$ cat src/rtl/mem_access_stage.sv
// Memory-access pipeline stage: loads/stores over a req/ack data port with lane
// steering, load extension, alignment checking and a bounded wait for the acknowledge.
//
// state  | meaning
// IDLE   | no access in flight; a valid aligned op stalls and launches an access
// ACCESS | mem_req held with stable we/be/wdata, waiting for mem_ack or timeout
// DONE   | access finished; result/bus_err presented, stage released for one cycle
module mem_access_stage #(
  parameter int TIMEOUT = 255
) (
  input  logic        clk,
  input  logic        rst_n,
  input  logic [31:0] instruction,
  input  logic [14:0] ctrl_msg,
  input  logic [31:0] alu,
  input  logic [31:0] B,
  output logic [31:0] instruction_out,
  output logic [14:0] ctrl_msg_out,
  output logic [31:0] result,
  output logic        stall,
  output logic        align_err,
  output logic        bus_err,
  output logic        mem_req,
  output logic        mem_we,
  output logic [31:0] mem_addr,
  output logic [3:0]  mem_be,
  output logic [31:0] mem_wdata,
  input  logic        mem_ack,
  input  logic [31:0] mem_rdata
);

  typedef enum logic [1:0] {
    S_IDLE   = 2'd0,
    S_ACCESS = 2'd1,
    S_DONE   = 2'd2
  } state_t;

  localparam logic [15:0] TIMEOUT_M1 = 16'(TIMEOUT - 1);

  state_t      state_q, state_d;
  logic [31:0] data_q, data_d;
  logic        bus_err_q, bus_err_d;
  logic [15:0] wait_q, wait_d;

  logic        mem_read, mem_write, load_signed;
  logic [1:0]  size, lane;
  logic        op, is_write, align_ok, op_ok, op_err;
  logic [3:0]  be_pat;
  logic [31:0] wdata_pat;
  logic [7:0]  byte_sel;
  logic [15:0] half_sel;
  logic [31:0] load_data;

  assign mem_read    = ctrl_msg[0];
  assign mem_write   = ctrl_msg[1];
  assign size        = ctrl_msg[3:2];
  assign load_signed = ctrl_msg[4];
  assign lane        = alu[1:0];

  // A read+write combination is treated as a plain read.
  assign op       = mem_read | mem_write;
  assign is_write = mem_write & ~mem_read;

  always_comb begin
    align_ok = 1'b0;
    case (size)
      2'b00:   align_ok = 1'b1;
      2'b01:   align_ok = ~alu[0];
      2'b10:   align_ok = (alu[1:0] == 2'b00);
      default: align_ok = 1'b0;
    endcase
  end

  assign op_ok  = op & align_ok;
  assign op_err = op & ~align_ok;

  always_comb begin
    be_pat    = 4'b1111;
    wdata_pat = B;
    case (size)
      2'b00: begin
        be_pat    = 4'b0001 << lane;
        wdata_pat = {4{B[7:0]}};
      end
      2'b01: begin
        be_pat    = alu[1] ? 4'b1100 : 4'b0011;
        wdata_pat = {2{B[15:0]}};
      end
      default: begin
        be_pat    = 4'b1111;
        wdata_pat = B;
      end
    endcase
  end

  always_comb begin
    byte_sel = mem_rdata[7:0];
    case (lane)
      2'd0: byte_sel = mem_rdata[7:0];
      2'd1: byte_sel = mem_rdata[15:8];
      2'd2: byte_sel = mem_rdata[23:16];
      2'd3: byte_sel = mem_rdata[31:24];
      default: byte_sel = mem_rdata[7:0];
    endcase
  end

  assign half_sel = alu[1] ? mem_rdata[31:16] : mem_rdata[15:0];

  always_comb begin
    load_data = mem_rdata;
    case (size)
      2'b00:   load_data = {{24{load_signed & byte_sel[7]}}, byte_sel};
      2'b01:   load_data = {{16{load_signed & half_sel[15]}}, half_sel};
      default: load_data = mem_rdata;
    endcase
  end

  always_ff @(posedge clk or negedge rst_n) begin
    if (!rst_n) begin
      state_q   <= S_IDLE;
      data_q    <= '0;
      bus_err_q <= 1'b0;
      wait_q    <= '0;
    end else begin
      state_q   <= state_d;
      data_q    <= data_d;
      bus_err_q <= bus_err_d;
      wait_q    <= wait_d;
    end
  end

  always_comb begin
    state_d   = state_q;
    data_d    = data_q;
    bus_err_d = bus_err_q;
    wait_d    = wait_q;
    case (state_q)
      S_IDLE: begin
        if (op_ok) begin
          state_d = S_ACCESS;
          wait_d  = '0;
        end
      end
      S_ACCESS: begin
        // An acknowledge in the final allowed cycle still wins over the timeout.
        if (mem_ack) begin
          data_d  = load_data;
          state_d = S_DONE;
        end else if (wait_q == TIMEOUT_M1) begin
          bus_err_d = 1'b1;
          data_d    = '0;
          state_d   = S_DONE;
        end else begin
          wait_d = wait_q + 16'd1;
        end
      end
      S_DONE: begin
        state_d   = S_IDLE;
        bus_err_d = 1'b0;
      end
      default: state_d = S_IDLE;
    endcase
  end

  always_comb begin
    instruction_out = instruction;
    ctrl_msg_out    = ctrl_msg;
    mem_addr        = {alu[31:2], 2'b00};
    mem_wdata       = wdata_pat;
    mem_req         = (state_q == S_ACCESS);
    mem_we          = (state_q == S_ACCESS) & is_write;
    mem_be          = (state_q == S_ACCESS) ? be_pat : 4'b0000;
    // The IDLE-cycle stall is combinational from the inputs, so reset gates it.
    stall           = rst_n & (((state_q == S_IDLE) & op_ok) | (state_q == S_ACCESS));
    align_err       = op_err;
    bus_err         = (state_q == S_DONE) & bus_err_q;
    result          = op_err ? 32'h0 : alu;
    if (state_q == S_DONE) begin
      result = mem_read ? data_q : alu;
    end
  end

endmodule

$ cat config.mk
export PLATFORM = sky130hd
export DESIGN_NAME = mem_access_stage
export DESIGN_NICKNAME = d
export VERILOG_FILES = /design/src/rtl/mem_access_stage.sv
export SDC_FILE = /design/constraint.sdc
export NUM_CORES = 1
export LEC_CHECK = 0
export BUFFER_PORTS_ARGS = -buffer_cell sky130_fd_sc_hd__buf_4
export CORE_MARGIN = 3
export CORE_UTILIZATION = 25
export DETAILED_ROUTE_END_ITERATION = 12
export HOLD_SLACK_MARGIN = 0.1
export PLACE_DENSITY = 0.59
export SLEW_MARGIN = 20
export SYNTH_ARGS = -nofsm -noshare
export SYNTH_HDL_FRONTEND = slang
export SYNTH_SLANG_ARGS = --single-unit
$ cat constraint.sdc
create_clock -name clk -period 3.85 [get_ports clk]
set_input_delay 0.385 -clock clk [delete_from_list [all_inputs] [get_ports clk]]
set_output_delay 0.385 -clock clk [all_outputs]
set_load 0.005 [all_outputs]
# Word level (Yosys, flattened, before mapping)
# Index checks and enable logic that the tools add are counted.
[word_totals]
register_bits = 51
in_bits = 146
elab_cells = 67
[op_classes]
addsub = 1
n_eq_ne = 13
shift = 1
muxes = 24
n_bitwise = 14
n_reduce_logical = 10
[ops]
columns = ["operator", "n"]
rows = [
  ["32-bit 2-to-1 mux", 5],
  ["32-bit one-hot mux with 2 select lines", 2],
  ["16-bit 2-to-1 mux", 4],
  ["16-bit one-hot mux with 2 select lines", 1],
  ["8-bit one-hot mux with 4 select lines", 1],
  ["16-bit by 1-bit adder with 16-bit output (second input constant)", 1],
  ["16-bit by 8-bit equality test with 1-bit output (second input constant)", 1],
  ["1-bit AND", 9],
  ["2-bit equality test (second input constant)", 4],
  ["4-bit 2-to-1 mux", 2],
  ["4-bit one-hot mux with 2 select lines", 1],
  ["2-bit by 1-bit equality test with 1-bit output (second input constant)", 3],
  ["2-bit logical NOT", 3],
  ["2-bit 2-to-1 mux", 3],
  ["2-bit != test (second input constant)", 3],
  ["2-bit nonzero test", 3],
  ["2-bit one-hot mux with 2 select lines", 1],
  ["2-bit AND reduction", 2],
  ["4-bit AND reduction", 1],
  ["1-bit by 2-bit << shifter with 4-bit output (first input constant)", 1],
  ["3-bit by 1-bit != test with 1-bit output (second input constant)", 1],
  ["1-bit NOT", 3],
  ["1-bit one-hot mux with 3 select lines", 1],
  ["3-bit AND reduction", 1],
  ["other kinds (4)", 6],
]

# Longest topological paths before layout
[logic_depth]
word_depth = 6
ltp_mapped = 9

# Worst setup path after synthesis
# No wires, ideal clock.
[synth_timing]
path_type = "register -> register"
from = "register state_q[1]"
to = "register wait_q[11]"
arrival_ns = 1.947
setup_slack_ns = 1.825
path_stages_with_launch = 10
synth_period_minus_slack_ns = 2.025
path_cell_list = "dfrtp_1 -> inv_1 -> ha_1 -> buf_2 -> inv_1 -> nor2_1 -> o221ai_2 -> buf_6 -> or4_1 -> a21oi_1"
[synth_via]
elab_chain_len = 3
word_cells_on_any_way = 8
[synth_rtl]
columns = ["element", "line_no", "rtl"]
rows = [
  ["start, declared", "40", "state_t state_q, state_d;"],
  ["start signal, assigned", "125", "state_q <= state_d;"],
  ["2-bit by 1-bit equality test with 1-bit output *", "n/a", ""],
  ["named net mem_req", "23", "output logic mem_req,"],
  ["2-bit != test (no source line) / 2-bit nonzero test (equally long branches)", "n/a", ""],
  ["4-bit AND reduction (no source line)", "n/a", ""],
  ["end signal, assigned", "128", "wait_q <= wait_d;"],
  ["end, declared", "43", "logic [15:0] wait_q, wait_d;"],
]
# The timed path passes the listed nets; every way through them passes the cells marked *.
# A chain may end at the register's enable or synchronous reset.

# Worst setup path in the final report
[layout_timing]
from = "register state_q[1]"
to = "register wait_q[10]"
[layout_via]
elab_chain_len = 3
word_cells_on_any_way = 8
[layout_rtl]
columns = ["element", "line_no", "rtl"]
rows = [
  ["2-bit by 1-bit equality test with 1-bit output / 2-bit logical NOT (equally long branches)", "137", "case (state_q)"],
  ["2-bit != test (no source line) / 2-bit nonzero test (equally long branches)", "n/a", ""],
  ["4-bit AND reduction (no source line)", "n/a", ""],
]
# Several ways; a longest one is shown, not always the timed one.

==> impl_summary.txt <==
----------------------------------------------------
[Run status]
  Result of the run ... completed

[Hold path]
  Worst hold-check path type ... in2async

[Detailed routing]
  Total number of vias ... 4478
  1st-iter DRT viols ... 280
  Post-detailed-route wirelength per cell ... 17.3 microns
  Via density per instance ... 4.82
  Sum of routed wire length over all layers ... 16100 microns
  Remaining design rule violation count ... 0
  Remaining antenna violation count ... 0
  Number of optimization iterations in the first detailed-route pass ... 5

[Yosys]
  Number of synthesized flops with an enable pin ... 0
  Warnings from Yosys ... 0
  Top cells by area, synth ... sky130_fd_sc_hd__dfrtp_1 (27%), sky130_fd_sc_hd__buf_4 (14%), sky130_fd_sc_hd__mux2_2 (11%), sky130_fd_sc_hd__nand2_1 (8.2%), sky130_fd_sc_hd__o21ai_0 (6.3%)
  Most common cell in the synthesized netlist ... sky130_fd_sc_hd__nand2_1
  Top cells by instance count after synthesis ... sky130_fd_sc_hd__nand2_1 (105), sky130_fd_sc_hd__buf_4 (87), sky130_fd_sc_hd__o21ai_0 (60)
  Commonest register cell after synthesis ... sky130_fd_sc_hd__dfrtp_1
  Share of synthesized registers carrying an async set or reset ... 1.00
  Number of library cell types mapped by synthesis ... 51
  Netlist area before placement ... 4800 sq um
  Cell type with the largest total area after synthesis ... sky130_fd_sc_hd__dfrtp_1
  Sequential share of the synthesized area ... 0.266
  Mean instance size in the synthesized netlist ... 8.11 sq um
  Post-Synthesis Cells ... 592
  Top cell type's share of synthesized area ... 0.266
  Number of register bits inferred by synthesis ... 51

[Global routing]
  Overflow left after global routing ... 0
  Wire length of the first global-routing pass ... 23600 microns
  GRT Overall Usage ... 0.145
  Number of global-route vias before repair ... 4194
  Largest net degree at the start of global routing ... 67
  Number of antenna violations at the first check in global routing ... 1

[STA]
  Setup total negative slack ... 0 ns
  Max-slew violations ... 0
  Share of the clock period used by the worst path ... 0.643
  Post-route worst setup slack ... 1.37 ns
  Largest clock skew in the final design ... 0.00889 ns
  Final worst path period need ... 2.48 ns
  Maximum achievable frequency ... 404 MHz
  Tightest Pin Transition ... 0.869 ns
  Final Hold Vio Count ... 0
  Setup repair after global routing missed its margin ... false
  Slew headroom ... 0.419
  Total setup violations reported at the end of the flow ... 0

[Placement]
  Number of input and output port buffers inserted ... 211
  Weighted congestion reported at the end of routability-driven placement ... 0.863
  Pre-CTS setup slack ... 1.46 ns
  Detailed Place HPWL ... 12300 microns

[Clocking]
  CTS Hold Buffers Added ... 0
  Skew-Pair Late Insertion Delay ... 0.30 ns
  Total clock buffers created by CTS ... 5
  Clock Sink Count ... 51
  Total number of H-tree levels ... 2
  Buffer levels on the longest clock path ... 2
  # resized after CTS ... 0
  TritonCTS clock tree ... done
  CTS root buffer ... sky130_fd_sc_hd__clkbuf_16
  Clock slew at the register clock pins of the worst setup and hold paths ... 0.07 ns
  Post-CTS setup-driven buffer insertion count ... 0

[Worst setup path]
  Worst reg2reg path endpoint ... wait_q[10]$_DFFE_PN0P_
  R2R Path Start ... state_q[1]$_DFFE_PN0P_
  Number of logic stages on the critical path including buffering ... 7
  Reg2reg path depth ... 7
  Crit path buffers/inverters ... 2
  Cell family contributing the most delay on the critical path ... simple AND/OR/NAND/NOR gates
  Endpoint type of the worst setup path ... register
  Register-to-Register Setup Slack ... 1.37 ns
  WP data arrival ... 2.70 ns
  Peak fanout along the critical path ... 11
  Series of cell instances along the critical path ... inv_1, ha_1, inv_1, nor2_1, o221ai_2, or4_1, a21oi_1
  CP Launch Type ... register
  Slowest stage delay, CP ... 0.51 ns
  Max stage delay cell, worst path ... sky130_fd_sc_hd__or4_1
  Most numerous cell on the critical path ... sky130_fd_sc_hd__inv_1
  Class of the most critical setup path ... reg2reg
  Worst path required time ... 4.08 ns

[Floorplanning]
  Core Region ... 18800 sq um
  Die height ... 145 microns
  Cell row count ... 50
  Top Ports ... 298
  Die span in x ... 145 microns
  Initial Util ... 0.256
  Total die area ... 20900 sq um

[Final layout]
  Area of combinational cells with multiple inputs ... 2690 sq um
  Net count of the finished layout ... 844
  Number of fill cells in the layout ... 1976
  Ratio of cells with drive above 1 in the final layout ... 0.416
  Register cell area after layout ... 1280 sq um
  Area grow syn2layout ... 26.5%

[Pwr]
  Leakage power of the design ... 0.00288 uW
  Total power divided by cell area ... 422 nW/um^2
  Maximum vdd drop ... 0.228 mV

[Flow run]
  Maximum capacitance violations ... 0

----------------------------------------------------
cell type report:
| cell class | instances | share of cell area |
|---|---|---|
| multi-input cells | 407 | 0.442 |
| repair buffers | 215 | 0.266 |
| flip-flops and latches | 51 | 0.210 |
| well taps | 234 | 0.0482 |
| clock buffers | 5 | 0.0206 |
| inverters | 13 | 0.00803 |
| clock inverters | 3 | 0.00474 |
| diodes | 1 | 0.000412 |
metal layers:
layer,up-vias,GRT usage,wire length [microns]
met5,-,0,0
met4,0,0.0496,414
met3,24,0.0228,1200
met2,209,0.239,7640
met1,2055,0.194,6830
li1,2190,-,-
worst reg2reg max path: stages (launching register included):
cell and delay, ns:
sky130_fd_sc_hd__dfrtp_1 0.43, sky130_fd_sc_hd__inv_1 0.09, sky130_fd_sc_hd__ha_1 0.37, sky130_fd_sc_hd__inv_1 0.26, sky130_fd_sc_hd__nor2_1 0.33, sky130_fd_sc_hd__o221ai_2 0.27
sky130_fd_sc_hd__or4_1 0.51, sky130_fd_sc_hd__a21oi_1 0.14
through the flow:
stage	area [sq um]	cells	hold slack, ns	util	total power (uW)
finish	6070	929	0.121	0.324	2560
global placement	5910	920	0.457	0.315	2090
floorplan	4810	593	0.0894	-	1570
global route	6070	929	0.175	0.324	2770
detailed placement	5910	920	0.467	0.315	2100
CTS	6060	928	0.156	0.323	2580
cell families after synthesis:
logic type | Yosys count | share of synthesized area
compound gates | 148 | 0.205
fa+ha+maj | 5 | 0.0130
buf+inv | 135 | 0.179
flops | 51 | 0.266
mux | 67 | 0.155
other cells | 1 | 0.000781
simple gates | 185 | 0.182
state kept, by name, indices dropped and copies added (netlist names):
name	flops
wait_q	16
data_q	32
bus_err_q	1
state_q	2
where the power goes:
part | switching, uW | total, uW | internal (uW)
sequential | 142 | 854 | 712
combinational | 603 | 1240 | 633
clock | 225 | 473 | 249
total | 970 | 2560 | 1590
layout by cell type, fill, tap and decap left out, types with 3 or more instances in the layout:
master / Yosys / routed
sky130_fd_sc_hd__nor2_1: 19 / 19
sky130_fd_sc_hd__nand2_1: 105 / 105
sky130_fd_sc_hd__nand3_1: 8 / 8
sky130_fd_sc_hd__clkbuf_16: 0 / 5
sky130_fd_sc_hd__and3_1: 3 / 3
sky130_fd_sc_hd__inv_1: 13 / 13
sky130_fd_sc_hd__o31ai_1: 5 / 5
sky130_fd_sc_hd__mux2_2: 48 / 48
sky130_fd_sc_hd__nand2b_1: 25 / 25
sky130_fd_sc_hd__a21o_1: 8 / 8
sky130_fd_sc_hd__or3_1: 4 / 4
sky130_fd_sc_hd__or4_1: 5 / 5
sky130_fd_sc_hd__dfrtp_1: 51 / 51
sky130_fd_sc_hd__o21ai_0: 60 / 60
sky130_fd_sc_hd__mux2i_1: 18 / 18
sky130_fd_sc_hd__o21bai_1: 8 / 8
sky130_fd_sc_hd__a21oi_1: 26 / 26
sky130_fd_sc_hd__ha_1: 5 / 4
sky130_fd_sc_hd__buf_4: 87 / 215
sky130_fd_sc_hd__a22o_1: 17 / 17
sky130_fd_sc_hd__a221oi_1: 8 / 8
worst max-delay path by stage:
stage                            from  slack, ns                      to
6_report       state_q[1]$_DFFE_PN0P_       1.37  wait_q[10]$_DFFE_PN0P_
5_1_grt        state_q[1]$_DFFE_PN0P_       1.16  wait_q[13]$_DFFE_PN0P_
4_1_cts        state_q[0]$_DFFE_PN0P_       1.31              result[29]
3_5_place_dp   state_q[1]$_DFFE_PN0P_       1.46  wait_q[13]$_DFFE_PN0P_
3_3_place_gp              ctrl_msg[3]       1.46            mem_wdata[9]
2_1_floorplan  state_q[1]$_DFFE_PN0P_       1.83  wait_q[11]$_DFFE_PN0P_
Note: power is estimated with default switching activity, not from simulation.
